<file path="config.mk">
export PLATFORM = sky130hd
export DESIGN_NAME = div_seq_ctrl
export DESIGN_NICKNAME = d
export VERILOG_FILES = /design/src/rtl/div_seq_ctrl_pkg.sv /design/src/rtl/div_seq_ctrl_iter_step.sv /design/src/rtl/div_seq_ctrl.sv
export SDC_FILE = /design/constraint.sdc
export NUM_CORES = 1
export LEC_CHECK = 0
export CAP_MARGIN = 20
export CORE_AREA = 2 2 158 160
export CTS_BUF_LIST = sky130_fd_sc_hd__clkbuf_8
export DETAILED_ROUTE_END_ITERATION = 10
export DIE_AREA = 0 0 160 162
export GPL_TIMING_DRIVEN = 0
export PLACE_DENSITY = 0.67
export SYNTH_ARGS = -nofsm -noshare
export SYNTH_HDL_FRONTEND = slang
export SYNTH_SLANG_ARGS = --single-unit
</file>
<file path="constraint.sdc">
create_clock -name clk -period 3.3 [get_ports clk]
set_clock_uncertainty 0.15 [all_clocks]
set_input_delay 0.33 -clock clk [delete_from_list [all_inputs] [get_ports clk]]
set_output_delay 0.33 -clock clk [all_outputs]
set_load 0.01 [all_outputs]
</file>
<file path="src/rtl/div_seq_ctrl_pkg.sv">
// Shared encodings for the RV32M divide/remainder sequencer.
// Operation codes, FSM state encodings and small decode helpers.
package div_seq_ctrl_pkg;

  typedef logic [1:0] div_op_t;
  typedef logic [1:0] div_state_t;

  localparam div_op_t DIVOP_DIV  = 2'b00;
  localparam div_op_t DIVOP_DIVU = 2'b01;
  localparam div_op_t DIVOP_REM  = 2'b10;
  localparam div_op_t DIVOP_REMU = 2'b11;

  localparam div_state_t DIV_IDLE = 2'd0;
  localparam div_state_t DIV_CALC = 2'd1;
  localparam div_state_t DIV_FIX  = 2'd2;
  localparam div_state_t DIV_DONE = 2'd3;

  function automatic logic divop_is_signed(input div_op_t op);
    return (op == DIVOP_DIV) || (op == DIVOP_REM);
  endfunction

  function automatic logic divop_is_rem(input div_op_t op);
    return (op == DIVOP_REM) || (op == DIVOP_REMU);
  endfunction

endpackage

</file>
<file path="src/rtl/div_seq_ctrl_iter_step.sv">
// One radix-2 restoring shift-subtract step on unsigned magnitudes.
module div_iter_step #(
  parameter int unsigned XLEN = 32
) (
  input  logic [XLEN-1:0] rem_i,
  input  logic [XLEN-1:0] quo_i,
  input  logic [XLEN-1:0] divisor_i,
  output logic [XLEN-1:0] rem_o,
  output logic [XLEN-1:0] quo_o
);

  logic [XLEN:0] trial;
  logic [XLEN:0] diff;

  // rem < divisor, so the shifted value needs one extra bit and a
  // non-negative difference always fits back into XLEN bits.
  assign trial = {rem_i, quo_i[XLEN-1]};
  assign diff  = trial - {1'b0, divisor_i};

  always_comb begin
    if (!diff[XLEN]) begin
      rem_o = diff[XLEN-1:0];
      quo_o = {quo_i[XLEN-2:0], 1'b1};
    end else begin
      rem_o = trial[XLEN-1:0];
      quo_o = {quo_i[XLEN-2:0], 1'b0};
    end
  end

endmodule

</file>
<file path="src/rtl/div_seq_ctrl.sv">
// EX-stage multi-cycle divide/remainder sequencer (div, divu, rem, remu).
// Stalls the pipeline while iterating; flush discards in-flight work.
module div_seq_ctrl
  import div_seq_ctrl_pkg::*;
#(
  parameter int unsigned XLEN  = 32,
  parameter int unsigned CNT_W = 6
) (
  input  logic            clk,
  input  logic            rst_n,
  input  logic            start_i,
  input  logic [1:0]      div_op_i,
  input  logic [XLEN-1:0] dividend_i,
  input  logic [XLEN-1:0] divisor_i,
  input  logic            flush_i,
  output logic            stall_o,
  output logic            busy_o,
  output logic            done_o,
  output logic [XLEN-1:0] result_o
);

  localparam logic [XLEN-1:0] XMIN = {1'b1, {(XLEN-1){1'b0}}};

  div_state_t       state_q, state_d;
  logic [CNT_W-1:0] cnt_q, cnt_d;
  logic [XLEN-1:0]  rem_q, rem_d, quo_q, quo_d, dvsr_q, dvsr_d;
  logic [XLEN-1:0]  result_q, result_d;
  logic             q_neg_q, q_neg_d, r_neg_q, r_neg_d, is_rem_q, is_rem_d;
  logic [XLEN-1:0]  step_rem, step_quo;
  logic             sgn, a_neg, b_neg;

  div_iter_step #(.XLEN(XLEN)) u_step (
    .rem_i     (rem_q),
    .quo_i     (quo_q),
    .divisor_i (dvsr_q),
    .rem_o     (step_rem),
    .quo_o     (step_quo)
  );

  assign sgn   = divop_is_signed(div_op_i);
  assign a_neg = sgn & dividend_i[XLEN-1];
  assign b_neg = sgn & divisor_i[XLEN-1];

  assign busy_o   = (state_q != DIV_IDLE);
  assign done_o   = (state_q == DIV_DONE) & ~flush_i;
  assign stall_o  = start_i & ~done_o & ~flush_i;
  assign result_o = result_q;

  always_comb begin
    state_d  = state_q;
    cnt_d    = cnt_q;
    rem_d    = rem_q;
    quo_d    = quo_q;
    dvsr_d   = dvsr_q;
    result_d = result_q;
    q_neg_d  = q_neg_q;
    r_neg_d  = r_neg_q;
    is_rem_d = is_rem_q;
    if (flush_i) begin
      state_d = DIV_IDLE;
    end else begin
      case (state_q)
        DIV_IDLE: begin
          if (start_i) begin
            is_rem_d = divop_is_rem(div_op_i);
            q_neg_d  = (a_neg ^ b_neg) & (divisor_i != '0);
            r_neg_d  = a_neg;
            dvsr_d   = b_neg ? -divisor_i : divisor_i;
            // Special cases preload final magnitudes and pass through FIX
            // with negation disabled, giving a two-cycle turnaround.
            if (divisor_i == '0) begin
              quo_d   = '1;
              rem_d   = dividend_i;
              q_neg_d = 1'b0;
              r_neg_d = 1'b0;
              state_d = DIV_FIX;
            end else if (sgn && dividend_i == XMIN && divisor_i == '1) begin
              quo_d   = XMIN;
              rem_d   = '0;
              q_neg_d = 1'b0;
              r_neg_d = 1'b0;
              state_d = DIV_FIX;
            end else begin
              quo_d   = a_neg ? -dividend_i : dividend_i;
              rem_d   = '0;
              cnt_d   = CNT_W'(XLEN - 1);
              state_d = DIV_CALC;
            end
          end
        end
        DIV_CALC: begin
          rem_d = step_rem;
          quo_d = step_quo;
          if (cnt_q == '0) begin
            state_d = DIV_FIX;
          end else begin
            cnt_d = cnt_q - 1'b1;
          end
        end
        DIV_FIX: begin
          if (is_rem_q) result_d = r_neg_q ? -rem_q : rem_q;
          else          result_d = q_neg_q ? -quo_q : quo_q;
          state_d = DIV_DONE;
        end
        default: state_d = DIV_IDLE;
      endcase
    end
  end

  always_ff @(posedge clk) begin
    if (!rst_n) begin
      state_q  <= DIV_IDLE;
      cnt_q    <= '0;
      rem_q    <= '0;
      quo_q    <= '0;
      dvsr_q   <= '0;
      result_q <= '0;
      q_neg_q  <= 1'b0;
      r_neg_q  <= 1'b0;
      is_rem_q <= 1'b0;
    end else begin
      state_q  <= state_d;
      cnt_q    <= cnt_d;
      rem_q    <= rem_d;
      quo_q    <= quo_d;
      dvsr_q   <= dvsr_d;
      result_q <= result_d;
      q_neg_q  <= q_neg_d;
      r_neg_q  <= r_neg_d;
      is_rem_q <= is_rem_d;
    end
  end

`ifndef SYNTHESIS
  always_ff @(posedge clk) begin
    if (rst_n && !flush_i && (state_q == DIV_CALC || state_q == DIV_FIX))
      assert (start_i) else $error("div_seq_ctrl: start_i dropped mid-operation");
  end
`endif

endmodule

</file>
==> flow_summary.toml <==
[power]
clkPwrFrac = 0.252
p_int_uw = 3513
power_switching_uw = 2203
p_per_area_nw_per_um2 = 427.2
sequentialPowerShare = 0.335
ir_drop_uv = 218.8
pwr-share-comb = 0.413
total_power_uw = 5716
switching_share = 0.3855
power_leakage_uw = 0.005069

[global_routing]
grt_use_total = 0.3063
grt.overflow.total = 0
grt_max_degree = 17
antenna_found_initial = 1
grt_pass1_vias = 10730
grt_pass1_wl_um = 61150

[synthesis]
ys_seq_elements = 139
synth_compound_area_frac = 0.2873
async_reset_ff_frac = 0
synth_top_area_frac = 0.2581
yosys-mux-area-fraction = 0.03470
netlist_top_cells_count = "147 x nand2_1, 139 x dfxtp_1, 129 x a21oi_1"
yosys.area.top_type = "dfxtp_1"
yosys.cell_count.top_type = "nand2_1"
synth-edff-count = 0
yosysSeqAreaShare = 0.2581
yosys.area_share.simple = 0.1944
synthCells = 1415
yosys_most_used_dff = "dfxtp_1"
synth_nets = 1529
synth-xor-area-share = 0.1178
synth_top_family_by_area = "compound AO/OA/AOI/OAI gates"
synth_warnings = 0
yosys-top-cells-area = "dfxtp_1 26%, xnor2_1 6.6%, a21oi_1 6.0%"
ys_types = 70
postSynthAreaPerCell_um2 = 7.619
syn_area_um2 = 10780
synthAdderAreaFrac = 0.05176

[routing]
wl_per_cell_um = 21.60
first_pass_iters = 5
vias = 11250
viasPerCell = 5.970
drtIter0Drc = 929
drtAntennaViolNets = 0
drc_errors = 0
finalWirelength_um = 40700

[place]
finalWeightedCongestion = 0.9655
placed_area_um2 = 12230
dp_hpwl_um = 31730
io_buffers = 100

[layout]
nFillCells = 2334
seq_area_um2 = 2806
syn_to_final_growth_pct = 24.09
nets = 1661
diodes = 0
drive_gt1_frac = 0.1231
stdcell_area_um2 = 13380
multiInputGateArea_um2 = 7991

[worst_hold_path]
hp-class = "input pin to flip-flop"
hold_start = "flush_i"

[flow_run]
drv_cap = 0

[timing]
setup_slack_ns = -0.07591
worst_hold_slack_ns = 0.1881
fmax_mhz = 296.2
max_slew_margin = 0.3106
setup_violations = 1
hold_viol = 0
slew_violations = 0
worstMarginPinSlew_ns = 1.025
tns_ns = -0.07591
finalCriticalPeriod_ns = 3.376
finalCritPeriodShare = 1.023
grt_setup_unrepaired = "true"

[floorplanning]
io_pins = 105
fp-row-count = 57
initial_core_util = 0.4473
die-area_um2 = 25920
die_y_um = 162
coreArea_um2 = 24110
die_x_um = 160

[clock_tree]
cts-root-buf = "clkbuf_8"
clk_latency_ns = 0.47
cts_buffer_depth = 2
clk_pin_slew_ns = 0.09
clkSinkCount = 139
cts_tree = "yes"
numCtsBuffers = 17
htree_num_levels = 4

[worst_setup_path]
path_class = "flip-flop to flip-flop"
rr_startpoint = "rem_q[6]"
slowest_stage = "or4_4"
startpoint = "rem_q[6]"
crit_buf_inv = 0
crit_path_end_kind = "flip-flop"
worst-path-max-fanout = 8
crit_chain = "or4_4 > or4_4 > or3_4 > or3_4 > o41ai_2 > xor2_1 > nand2_1 > o211ai_1 > a21boi_1"
arrival_ns = 3.58
r2r_slack_ns = -0.08
critPathLaunchType = "flip-flop"
crit_required_ns = 3.50
slowest_delay_ns = 0.56
path_delay_family = "simple AND/OR/NAND/NOR gates"

[outcome]
status = "finished with violations"
violations = "setup timing"
-- layout make-up --
type                       count  share of cell area
clock buffer                  18             0.01852
sequential                   139              0.2098
multi-input combinational   1119              0.5973
buffer                        85             0.02796
inverter                      68             0.01926
tap                          324             0.03030
clock inverter                14             0.01104
timing repair buffer         117             0.08585
-- cell families after synthesis --
logic type | count (synthesis)
flip-flops | 139
multiplexers | 35
XOR/XNOR | 145
AND/OR/NAND/NOR | 429
AO/OA/AOI/OAI | 466
buffers and inverters | 157
adder cells (fa/ha/maj) | 44
-- flip-flops by register name, summed over array words and instances, names as in the netlist --
register,count
q_neg_q,1
rem_q,32
dvsr_q,32
quo_q,32
r_neg_q,1
state_q,2
result_o,32
is_rem_q,1
cnt_q,6
-- worst reg2reg max path: cells and delay by family (launching register included) --
kind | cells | cell delay [ns]
XOR/XNOR | 1 | 0.33
flip-flops | 1 | 0.39
AO/OA/AOI/OAI | 3 | 0.46
AND/OR/NAND/NOR | 5 | 1.94
-- power groups by stage --
stage / Combinational, uW / Sequential (uW) / Clock (uW)
3_3_place_gp: 1980 / 1940 / 0
6_report: 2360 / 1920 / 1440
5_1_grt: 2540 / 1930 / 1510
4_1_cts: 2090 / 1900 / 1440
3_5_place_dp: 1990 / 1940 / 0
2_1_floorplan: 1430 / 1900 / 0
-- timing repair --
item / in CTS / in global routing
hold buffers: 0 / 0
buffers inserted: 7 / 9
setup endpoints to repair: 82 / 68
gates resized for setup: 47 / 107
gates cloned: 1 / 0
pin swaps: 9 / 44
-- cell usage in the layout (no fill, tap or decap), types with 59 or more instances in the layout --
| cell type | count |
|---|---|
| dfxtp_1 | 128 |
| clkdlybuf4s50_1 | 97 |
| clkbuf_1 | 71 |
| xnor2_1 | 80 |
| o21ai_0 | 94 |
| xor2_1 | 59 |
| nand2_1 | 147 |
| a21oi_1 | 124 |
| nor2_1 | 97 |
| inv_1 | 66 |
-- per-stage QoR --
step / setup WS (ns) / std cells / utilization
after global routing: -0.1298 / 1884 / 0.5550
final: -0.07591 / 1884 / 0.5550
after global placement: -0.9723 / 1839 / 0.5073
after floorplan: 0.02456 / 1415 / -
after detailed placement: -0.9946 / 1839 / 0.5075
after CTS: 0.002387 / 1877 / 0.5325
-- metal layers --
layer	GRT usage	share of wire	up-vias
met3	0.04852	0.068	108
met4	0.1519	0.047	0
li1	-	-	5424
met2	0.5299	0.48	500
met1	0.3713	0.41	5216
met5	0	0	-
-- worst paths after layout --
path                                      to  cells after the start
worst min register to register  result_o[13]                      2
worst max register to register  result_o[28]                      9
worst min-delay path              state_q[1]                      2
worst max-delay path            result_o[28]                      9
Power figures use the tool's default switching activity.
